[src/rtl/cordic_arb_if.sv]
// Bus bundle for cordic_arb: requester handshake, CORDIC engine drive/return and response stream.
// The slave modport is the arbiter's view; master is the surrounding system's view.
interface cordic_arb_if #(
  parameter int N_REQ = 4,
  parameter int WIDTH = 16
);
  localparam int ID_W = $clog2(N_REQ);

  logic [N_REQ-1:0]       req_valid;
  logic [N_REQ*WIDTH-1:0] req_deg;
  logic [N_REQ-1:0]       req_ready;
  logic [WIDTH-1:0]       cor_deg;
  logic [WIDTH-1:0]       cor_sin;
  logic [WIDTH-1:0]       cor_cos;
  logic                   rsp_valid;
  logic                   rsp_ready;
  logic [ID_W-1:0]        rsp_id;
  logic [WIDTH-1:0]       rsp_sin;
  logic [WIDTH-1:0]       rsp_cos;
  logic                   busy;

  modport slave (
    input  req_valid, req_deg, cor_sin, cor_cos, rsp_ready,
    output req_ready, cor_deg, rsp_valid, rsp_id, rsp_sin, rsp_cos, busy
  );

  modport master (
    output req_valid, req_deg, cor_sin, cor_cos, rsp_ready,
    input  req_ready, cor_deg, rsp_valid, rsp_id, rsp_sin, rsp_cos, busy
  );
endinterface

[src/rtl/cordic_arb.sv]
// Shares one fixed-latency CORDIC engine between N_REQ requesters with credit-based response buffering.
// Define CORDIC_ARB_FIXED_PRIO_EN for lowest-index-wins arbitration instead of round-robin.
module cordic_arb #(
  parameter int N_REQ      = 4,
  parameter int WIDTH      = 16,
  parameter int CORDIC_LAT = 17,
  parameter int FIFO_DEPTH = 8
) (
  input  logic         clk,
  input  logic         rst_n,
  cordic_arb_if.slave  bus
);
  localparam int ID_W  = $clog2(N_REQ);
  localparam int PTR_W = $clog2(FIFO_DEPTH);
  localparam int CNT_W = PTR_W + 1;
  localparam logic [CNT_W:0] CREDITS = (CNT_W+1)'(FIFO_DEPTH);

  typedef struct packed {
    logic [ID_W-1:0]  id;
    logic [WIDTH-1:0] sin;
    logic [WIDTH-1:0] cos;
  } rsp_t;

  logic [CORDIC_LAT-1:0] tag_valid_q, tag_valid_d;
  logic [ID_W-1:0]       tag_id_q [CORDIC_LAT];
  logic [ID_W-1:0]       tag_id_d [CORDIC_LAT];
  rsp_t                  fifo_q   [FIFO_DEPTH];
  rsp_t                  fifo_d   [FIFO_DEPTH];
  logic [PTR_W-1:0]      wr_ptr_q, wr_ptr_d;
  logic [PTR_W-1:0]      rd_ptr_q, rd_ptr_d;
  logic [CNT_W-1:0]      fifo_count_q, fifo_count_d;
  logic [CNT_W-1:0]      inflight_q, inflight_d;
  logic [CNT_W:0]        outstanding;
  logic                  credit_ok;
  logic                  found;
  logic                  grant;
  logic                  push;
  logic                  pop;
  logic [ID_W-1:0]       grant_idx;

`ifdef CORDIC_ARB_FIXED_PRIO_EN
  always_comb begin
    found     = 1'b0;
    grant_idx = '0;
    for (int k = 0; k < N_REQ; k++) begin
      if (!found && bus.req_valid[k]) begin
        found     = 1'b1;
        grant_idx = ID_W'(k);
      end
    end
  end
`else
  logic [ID_W-1:0] rr_ptr_q, rr_ptr_d;

  function automatic logic [ID_W-1:0] rr_index(input logic [ID_W-1:0] base, input int k);
    int s;
    s = int'(base) + k;
    if (s >= N_REQ) s = s - N_REQ;
    return ID_W'(s);
  endfunction

  always_comb begin
    found     = 1'b0;
    grant_idx = '0;
    for (int k = 0; k < N_REQ; k++) begin
      if (!found && bus.req_valid[rr_index(rr_ptr_q, k)]) begin
        found     = 1'b1;
        grant_idx = rr_index(rr_ptr_q, k);
      end
    end
  end

  always_comb begin
    rr_ptr_d = rr_ptr_q;
    if (grant) rr_ptr_d = (grant_idx == ID_W'(N_REQ-1)) ? '0 : grant_idx + ID_W'(1);
  end

  always_ff @(posedge clk or negedge rst_n) begin
    if (!rst_n) rr_ptr_q <= '0;
    else        rr_ptr_q <= rr_ptr_d;
  end
`endif

  // Credits come from registered counts only, so a pop frees its slot one cycle later.
  assign outstanding = {1'b0, inflight_q} + {1'b0, fifo_count_q};
  assign credit_ok   = outstanding < CREDITS;
  assign grant       = found && credit_ok && rst_n;
  assign push        = tag_valid_q[CORDIC_LAT-1];
  assign pop         = bus.rsp_valid && bus.rsp_ready;

  always_comb begin
    bus.req_ready = '0;
    bus.cor_deg   = '0;
    if (grant) begin
      bus.req_ready[grant_idx] = 1'b1;
      bus.cor_deg              = bus.req_deg[grant_idx*WIDTH +: WIDTH];
    end
  end

  always_comb begin
    tag_valid_d = {tag_valid_q[CORDIC_LAT-2:0], grant};
    tag_id_d[0] = grant_idx;
    for (int k = 1; k < CORDIC_LAT; k++) tag_id_d[k] = tag_id_q[k-1];
  end

  always_comb begin
    fifo_d   = fifo_q;
    wr_ptr_d = wr_ptr_q;
    rd_ptr_d = rd_ptr_q;
    if (push) begin
      fifo_d[wr_ptr_q].id  = tag_id_q[CORDIC_LAT-1];
      fifo_d[wr_ptr_q].sin = bus.cor_sin;
      fifo_d[wr_ptr_q].cos = bus.cor_cos;
      wr_ptr_d             = wr_ptr_q + PTR_W'(1);
    end
    if (pop) rd_ptr_d = rd_ptr_q + PTR_W'(1);
  end

  always_comb begin
    fifo_count_d = fifo_count_q;
    inflight_d   = inflight_q;
    case ({push, pop})
      2'b10:   fifo_count_d = fifo_count_q + CNT_W'(1);
      2'b01:   fifo_count_d = fifo_count_q - CNT_W'(1);
      default: fifo_count_d = fifo_count_q;
    endcase
    case ({grant, push})
      2'b10:   inflight_d = inflight_q + CNT_W'(1);
      2'b01:   inflight_d = inflight_q - CNT_W'(1);
      default: inflight_d = inflight_q;
    endcase
  end

  // Storage is cleared on reset so the don't-care head reads as zero afterwards.
  always_ff @(posedge clk or negedge rst_n) begin
    if (!rst_n) begin
      tag_valid_q  <= '0;
      for (int k = 0; k < CORDIC_LAT; k++) tag_id_q[k] <= '0;
      for (int k = 0; k < FIFO_DEPTH; k++) fifo_q[k] <= '0;
      wr_ptr_q     <= '0;
      rd_ptr_q     <= '0;
      fifo_count_q <= '0;
      inflight_q   <= '0;
    end else begin
      tag_valid_q  <= tag_valid_d;
      tag_id_q     <= tag_id_d;
      fifo_q       <= fifo_d;
      wr_ptr_q     <= wr_ptr_d;
      rd_ptr_q     <= rd_ptr_d;
      fifo_count_q <= fifo_count_d;
      inflight_q   <= inflight_d;
    end
  end

  assign bus.rsp_valid = (fifo_count_q != '0);
  assign bus.rsp_id    = fifo_q[rd_ptr_q].id;
  assign bus.rsp_sin   = fifo_q[rd_ptr_q].sin;
  assign bus.rsp_cos   = fifo_q[rd_ptr_q].cos;
  assign bus.busy      = (inflight_q != '0) || (fifo_count_q != '0);
endmodule

[src/flat_wrapper.sv]
// flat-port wrapper written by rule: the top's interface ports become plain ports
module cordic_arb_flat 
#(
  parameter int N_REQ      = 4,
  parameter int WIDTH      = 16,
  parameter int CORDIC_LAT = 17,
  parameter int FIFO_DEPTH = 8
)
  (clk, rst_n, bus_req_valid, bus_req_deg, bus_cor_sin, bus_cor_cos, bus_rsp_ready, bus_req_ready, bus_cor_deg, bus_rsp_valid, bus_rsp_id, bus_rsp_sin, bus_rsp_cos, bus_busy);
  cordic_arb_if #(.N_REQ(N_REQ), .WIDTH(WIDTH)) bus_i ();
  input  logic clk;
  input  logic rst_n;
  input wire logic [$bits(bus_i.req_valid)-1:0] bus_req_valid;
  input wire logic [$bits(bus_i.req_deg)-1:0] bus_req_deg;
  input wire logic [$bits(bus_i.cor_sin)-1:0] bus_cor_sin;
  input wire logic [$bits(bus_i.cor_cos)-1:0] bus_cor_cos;
  input wire logic [$bits(bus_i.rsp_ready)-1:0] bus_rsp_ready;
  output wire logic [$bits(bus_i.req_ready)-1:0] bus_req_ready;
  output wire logic [$bits(bus_i.cor_deg)-1:0] bus_cor_deg;
  output wire logic [$bits(bus_i.rsp_valid)-1:0] bus_rsp_valid;
  output wire logic [$bits(bus_i.rsp_id)-1:0] bus_rsp_id;
  output wire logic [$bits(bus_i.rsp_sin)-1:0] bus_rsp_sin;
  output wire logic [$bits(bus_i.rsp_cos)-1:0] bus_rsp_cos;
  output wire logic [$bits(bus_i.busy)-1:0] bus_busy;
  assign bus_i.req_valid = bus_req_valid;
  assign bus_i.req_deg = bus_req_deg;
  assign bus_i.cor_sin = bus_cor_sin;
  assign bus_i.cor_cos = bus_cor_cos;
  assign bus_i.rsp_ready = bus_rsp_ready;
  assign bus_req_ready = bus_i.req_ready;
  assign bus_cor_deg = bus_i.cor_deg;
  assign bus_rsp_valid = bus_i.rsp_valid;
  assign bus_rsp_id = bus_i.rsp_id;
  assign bus_rsp_sin = bus_i.rsp_sin;
  assign bus_rsp_cos = bus_i.rsp_cos;
  assign bus_busy = bus_i.busy;
  cordic_arb #(.N_REQ(N_REQ), .WIDTH(WIDTH), .CORDIC_LAT(CORDIC_LAT), .FIFO_DEPTH(FIFO_DEPTH)) u_core (.clk(clk), .rst_n(rst_n), .bus(bus_i));
endmodule
[config.mk]
export PLATFORM = sky130hd
export DESIGN_NAME = cordic_arb_flat
export DESIGN_NICKNAME = d
export VERILOG_FILES = /design/src/rtl/cordic_arb_if.sv /design/src/rtl/cordic_arb.sv /design/src/flat_wrapper.sv
export SDC_FILE = /design/constraint.sdc
export NUM_CORES = 1
export LEC_CHECK = 0
export ABC_AREA = 0
export CAP_MARGIN = 5
export CELL_PAD_IN_SITES_DETAIL_PLACEMENT = 1
export CELL_PAD_IN_SITES_GLOBAL_PLACEMENT = 2
export CORE_MARGIN = 5
export CORE_UTILIZATION = 50
export CTS_BUF_LIST = sky130_fd_sc_hd__clkbuf_8
export DETAILED_ROUTE_END_ITERATION = 7
export DONT_BUFFER_PORTS = 1
export GPL_TIMING_DRIVEN = 0
export PLACE_DENSITY_LB_ADDON = 0.2
export SYNTH_ARGS = -nofsm -noshare
export SYNTH_HDL_FRONTEND = slang
export SYNTH_SLANG_ARGS = --single-unit
[constraint.sdc]
create_clock -name clk -period 6.9 [get_ports clk]
set_input_delay 1.035 -clock clk [delete_from_list [all_inputs] [get_ports clk]]
set_output_delay 1.035 -clock clk [all_outputs]
set_load 0.01 [all_outputs]
==> impl_metrics.tcl, run 1 <==
set metrics [dict create \
    drc 0 \
    fin_util_pct 56.18 \
    synth_edf_count 0 \
    cp.required_ps 5860 \
    antenna_cells 0 \
    antenna_left 0 \
    crit_end "bus_cor_deg[6]" \
    antenna_found_initial 0 \
    r2r_cells 12 \
    p_per_area_nw_per_um2 479.8 \
    synth-simple-area-share_pct 1.909 \
    htree_levels 2 \
    vias 8122 \
    grt_pass1_wl_um 55840 \
    ctsHoldBuffers 0 \
    synth_top_family_by_area "multiplexers" \
    status "completed" \
    ys_ff_latch 339 \
    first_pass_iters 6 \
    vias_per_cell 5.777 \
    worst_setup_path_end_kind "output port" \
    regToRegSetupSlack_ps 3750 \
    rows 63 \
    wire_per_inst_um 24.64 \
    syn_avg_cell_area_um2 16.39 \
    worstMarginPinSlew_ps 903.3 \
    ctsRootBufferMaster "clkbuf_8" \
    critPathBufInv 1 \
    cts.path.max_buffers 3 \
    worstSetupPathDepth 6 \
    rsz0062_at_grt "false" \
    fmax_mhz 261.0 \
    synth-async-reset-ratio_pct 100.0 \
    wl_um 34650 \
    drt_iter0_drc 322 \
    max_slew_margin_pct 39.78 \
    hp-class "primary input to asynchronous set/reset pin" \
    synth_cell_type_count 41 \
    wl_met2_um 18190 \
    synth_top_flop_cell "dfrtp_1" \
    ys_seq_area_share_pct 56.52 \
    synth-adder-area-share_pct 1.384 \
    ys_warn_count 0 \
    die_h_um 183.3 \
    dp.cells 1306 \
    layout_setup_ws_ps 3069 \
    path_class "flip-flop to output port" \
    grt_pass1_vias 9736 \
    yosys.area.top_type_share_pct 56.52 \
    slowest_stage "or4b_4" \
    clk_pin_slew_worst_paths_ps 60 \
    numCtsBuffers 55 \
    p_leak_nw 7.449 \
    cts_setup_buffers 0 \
    synth-compound-area-share_pct 1.475 \
    stdcell_count 1406 \
    final_nets 1092 \
    synthToLayoutAreaGrowth_pct 10.93 \
    dieArea_um2 33580 \
    drv_slew 0 \
    vdd_ir_drop_max_v 0.0001969 \
    path_max_fanout 10 \
    cp.arrival_ps 2800 \
    rr_startpoint "u_core.inflight_q[3]$_DFFE_PN0P_" \
    hpwlAfterDp_um 23210 \
    cts_resized 0 \
    clk_latency_ps 580 \
    grt-ovfl-total 0 \
    hold_violations 0 \
    tritoncts "done" \
    crit_start "u_core.inflight_q[3]$_DFFE_PN0P_" \
    track_usage_pct 21.29 \
    clock_skew_ps 17.55 \
    top_layer_used "met4" \
    io_buffer_count 0 \
    grt_max_degree 341 \
    wl_met1_um 13810 \
    cts_sinks 339 \
    synth_mux_area_share_pct 35.52 \
    r2r_end "u_core.inflight_q[2]$_DFFE_PN0P_" \
    start_util_pct 50.64 \
    critPathLaunchType "flip-flop" \
    syn_area_um2 15010 \
    dr_wl_met3_um 1802 \
    die_x_um 183.3 \
    core_um2 29640 \
    crit_family "simple AND/OR/NAND/NOR gates" \
    final.period_utilization_pct 55.52 \
    tns_ps 0 \
    place_ws_ps 3241 \
    max_stage_delay_ps 530 \
    synthesis.instances 916 \
    setup_viol 0 \
    synthTopCellsByArea "dfrtp_1 57%, mux2_1 19%, mux4_2 10%" \
    synth_nets 1035 \
    timing.max_cap.violations 0 \
    ioPinCount 159 \
    synth_xor_area_share_pct 0.7586 \
    drive_gt1_share_pct 25.49 \
    gp_congestion 0.7671 \
    min_period_ps 3831 \
    crit_chain "ha_1, or4b_4, a221oi_4, nand2_2, buf_6, o22ai_1" \
    synth.largest_area_cell "dfrtp_1" \
]
[flip-flops by register name (all words and copies together) (netlist names)]
signal               cells
u_core.tag_id_q          2
u_core.rr_ptr_q          2
u_core.tag_valid_q      17
u_core.fifo_q          272
u_core.inflight_q        4
u_core.wr_ptr_q          3
u_core.rd_ptr_q          3
u_core.fifo_count_q      4
u_core.tag_id_d         32
[Yosys cell counts (all sizes together), types with 2 or more instances]
cell,count
nor2,6
mux4,68
o22ai,17
clkbuf,11
dfrtp,339
nor3,4
nand3b,3
xor2,8
a21oi,7
nand2,8
inv,10
mux2i,32
nand4b,3
o21ai,4
xnor2,5
mux2,309
nor3b,2
nand2b,5
ha,15
buf,45
and2,5
[layout by cell type, fill, tap and decap left out, types with 5 or more instances in the layout]
| cell | instances |
|---|---|
| o22ai_1 | 17 |
| inv_1 | 25 |
| dfrtp_1 | 339 |
| xnor2_1 | 5 |
| ha_1 | 15 |
| clkbuf_1 | 11 |
| nand2b_1 | 5 |
| clkinv_2 | 5 |
| mux2i_1 | 32 |
| a21oi_1 | 7 |
| mux2_1 | 257 |
| and2_1 | 5 |
| mux4_2 | 68 |
| mux2_2 | 52 |
| buf_2 | 28 |
| nand2_1 | 6 |
| xor2_1 | 8 |
| nor2_1 | 6 |
| buf_4 | 10 |
| buf_6 | 6 |
| clkbuf_8 | 77 |
[layer usage]
metal | global-route usage, % | up-vias
met3 | 4.859 | 62
li1 | - | 3509
met1 | 25.78 | 4330
met4 | 5.781 | 0
met2 | 38.47 | 221
met5 | 0 | -
[kinds of logic (layout without fill, tap and decap cells)]
kind of cell             count (synthesis)  count (layout)
AND/OR/NAND/NOR                         40              40
XOR/XNOR                                13              13
adder cells (fa/ha/maj)                 16              16
buffers and inverters                   66             166
flip-flops                             339             339
AO/OA/AOI/OAI                           33              33
multiplexers                           409             409
[cell type report]
cell class	instances	area, µm²
Buffer	56	327.8
Fill cell	2754	12990
Multi-Input combinational cell	511	6161
Inverter	10	37.54
Clock inverter	23	92.59
Tap cell	390	488.0
Clock buffer	77	1060
Sequential cell	339	8483
[power breakdown]
part | switching [mW] | total, mW | internal, mW
Sequential | 0.472 | 3.38 | 2.90
Combinational | 1.34 | 2.87 | 1.52
Clock | 0.764 | 1.75 | 0.983
Total | 2.58 | 7.99 | 5.41
[worst register-to-register path: stages (launching register included)]
cell	delay, ps
dfrtp_1	410
ha_1	310
or4b_4	530
a221oi_4	300
buf_4	240
inv_2	60
ha_1	270
xor2_1	190
ha_1	190
a21oi_1	150
xor2_1	180
nor2_1	70
xor2_1	140
[how the worst min path moves through the flow]
stage	start	to	depth (start not counted)	slack [ps]
floorplan	u_core.tag_id_d[2]$_DFF_PN0_	u_core.tag_id_d[0]$_DFF_PN0_	0	330
detailed placement	u_core.tag_id_d[16]$_DFF_PN0_	u_core.tag_id_d[14]$_DFF_PN0_	0	340
CTS	rst_n	u_core.fifo_q[240]$_DFFE_PN0P_	0	130
global placement	u_core.tag_id_d[15]$_DFF_PN0_	u_core.tag_id_d[13]$_DFF_PN0_	0	330
finish	rst_n	u_core.fifo_q[240]$_DFFE_PN0P_	0	170
global route	rst_n	u_core.fifo_q[240]$_DFFE_PN0P_	0	110
[stage by stage]
stage	power, mW	cell area [µm²]	hold WS [ps]
floorplan	5.504	15010	331.2
global placement	6.044	15500	331.6
detailed placement	6.333	15500	335.6
CTS	8.127	16650	127.7
global route	8.491	16650	114.4
finish	7.989	16650	166.2
Note: power is estimated with default switching activity, not from simulation.
==> run 2: changes to the inputs <==
Settings changed: CORE_UTILIZATION 50 to 44.
Clock period 6.9 ns to 3.45 ns, I/O delays scaled along.
==> run 2 against run 1 <==
The flow now finishes with violations (hold timing); utilization fell by 6.3 points; count of clock-buffer cells in the layout is 1 higher; final area up 0.76%; clock power rose by 110%; largest cell class unchanged.
==> impl_metrics.tcl, run 2 (synthesis results as in run 1) <==
set metrics [dict create \
    drv_slew 0 \
    dp.cells 1364 \
    critPathLaunchType "flip-flop" \
    rsz0062_at_grt "false" \
    drc 0 \
    stdcell_count 1469 \
    cts_sinks 339 \
    final_common_cell "dfrtp_1" \
    layout_setup_ws_ps 157.0 \
    clk_pin_slew_worst_paths_ps 70 \
    final.period_utilization_pct 95.45 \
    cts_setup_buffers 0 \
    grt-ovfl-total 0 \
    clock_skew_ps 12.10 \
    timing.max_cap.violations 0 \
    cts_resized 0 \
    die_h_um 194.7 \
    io_buffer_count 0 \
    r2r_end "u_core.inflight_q[2]$_DFFE_PN0P_" \
    numCtsBuffers 58 \
    core_um2 33620 \
    gp_congestion 0.6989 \
    violations "hold timing" \
    r2r_cells 12 \
    cp.arrival_ps 2780 \
    max_flop_register "u_core.fifo_q" \
    vias 8025 \
    dieArea_um2 37910 \
    antenna_cells 0 \
    antenna_found_initial 0 \
    clk_latency_ps 580 \
    max_slew_margin_pct 38.14 \
    whs_ps -379.9 \
    path_max_fanout 10 \
    critPathBufInv 1 \
    tritoncts "done" \
    vdd_ir_drop_max_v 0.0003220 \
    wl_um 32490 \
    ioPinCount 159 \
    wire_per_inst_um 22.12 \
    first_pass_iters 4 \
    mostFrequentLayoutCells "339 x dfrtp_1, 257 x mux2_1, 78 x clkbuf_8" \
    grt_pass1_wl_um 52700 \
    place_ws_ps 352.9 \
    p_leak_nw 7.487 \
    status "finished with violations" \
    regToRegSetupSlack_ps 350 \
    rr_startpoint "u_core.inflight_q[3]$_DFFE_PN0P_" \
    drive_gt1_share_pct 25.47 \
    final_nets 1095 \
    slowest_stage "or4b_4" \
    crit_family "simple AND/OR/NAND/NOR gates" \
    path_class "flip-flop to output port" \
    fmax_mhz 303.7 \
    drt_iter0_drc 254 \
    track_usage_pct 17.35 \
    die_x_um 194.7 \
    grt_max_degree 341 \
    min_period_ps 3293 \
    hp-class "primary input to asynchronous set/reset pin" \
    largest_reg_flops 272 \
    max_stage_delay_ps 530 \
    p_per_area_nw_per_um2 945.0 \
    ctsRootBufferMaster "clkbuf_8" \
    tns_ps 0 \
    synthToLayoutAreaGrowth_pct 11.77 \
    cp.required_ps 2930 \
    cts.path.max_buffers 3 \
    grt_pass1_vias 9075 \
    start_util_pct 44.65 \
    worstMarginPinSlew_ps 927.9 \
    hpwlAfterDp_um 20670 \
    rows 67 \
    setup_viol 0 \
    htree_levels 2 \
    crit_chain "ha_1, or4b_4, a221oi_4, nand2_2, buf_6, o22ai_1" \
    antenna_left 0 \
    worst_setup_path_end_kind "output port" \
    hold_violations 339 \
    vias_per_cell 5.463 \
]
[run 2: changes by cell type in the layout (fill, tap and decap cells not counted), sizes merged]
cell    previous run  this run
inv               28        32
bufinv             0         1
clkbuf            88        89
clkinv             5         4
[run 2: metrics by stage]
stage	util [%]	hold slack, ps	power, mW	cell area (µm²)
3_5_place_dp	46.32	237.0	12.45	15570
2_1_floorplan	-	221.9	11.01	15010
4_1_cts	49.91	-422.3	16.18	16780
3_3_place_gp	46.32	234.1	12.23	15570
5_1_grt	49.91	-437.2	16.98	16780
6_report	49.91	-379.9	15.85	16780
[run 2: metal layers]
metal  global-route usage (%)  up-vias  share of wire, %
met5                        0        -                 0
met1                    22.97     4283                44
met4                    4.557        0               1.9
met3                    4.294       53               5.0
li1                         -     3521                 -
met2                    28.88      168                49
[run 2: final cells by class]
class / count / area [µm²]
Clock inverter: 27 / 132.6
Clock buffer: 78 / 1074
Multi-Input combinational cell: 511 / 6161
Inverter: 10 / 37.54
Sequential cell: 339 / 8483
Fill cell: 3188 / 16840
Buffer: 56 / 327.8
Tap cell: 448 / 560.5
[run 2: worst max-delay path by stage]
stage / cells after the start / endpoint / start
after floorplan: 12 / u_core.inflight_q[2]$_DFFE_PN0P_ / u_core.inflight_q[3]$_DFFE_PN0P_
after global placement: 12 / u_core.inflight_q[2]$_DFFE_PN0P_ / u_core.inflight_q[3]$_DFFE_PN0P_
after detailed placement: 12 / u_core.inflight_q[2]$_DFFE_PN0P_ / u_core.inflight_q[3]$_DFFE_PN0P_
after CTS: 6 / bus_cor_deg[6] / u_core.inflight_q[3]$_DFFE_PN0P_
after global routing: 6 / bus_cor_deg[6] / u_core.inflight_q[3]$_DFFE_PN0P_
final: 6 / bus_cor_deg[6] / u_core.inflight_q[3]$_DFFE_PN0P_
[run 2: where the power goes]
part / leakage, nW / internal, mW / switching (mW)
sequential: 4.14 / 5.80 / 0.863
clock: 0.708 / 2.07 / 1.56
combinational: 2.64 / 3.03 / 2.52
total: 7.49 / 10.9 / 4.95
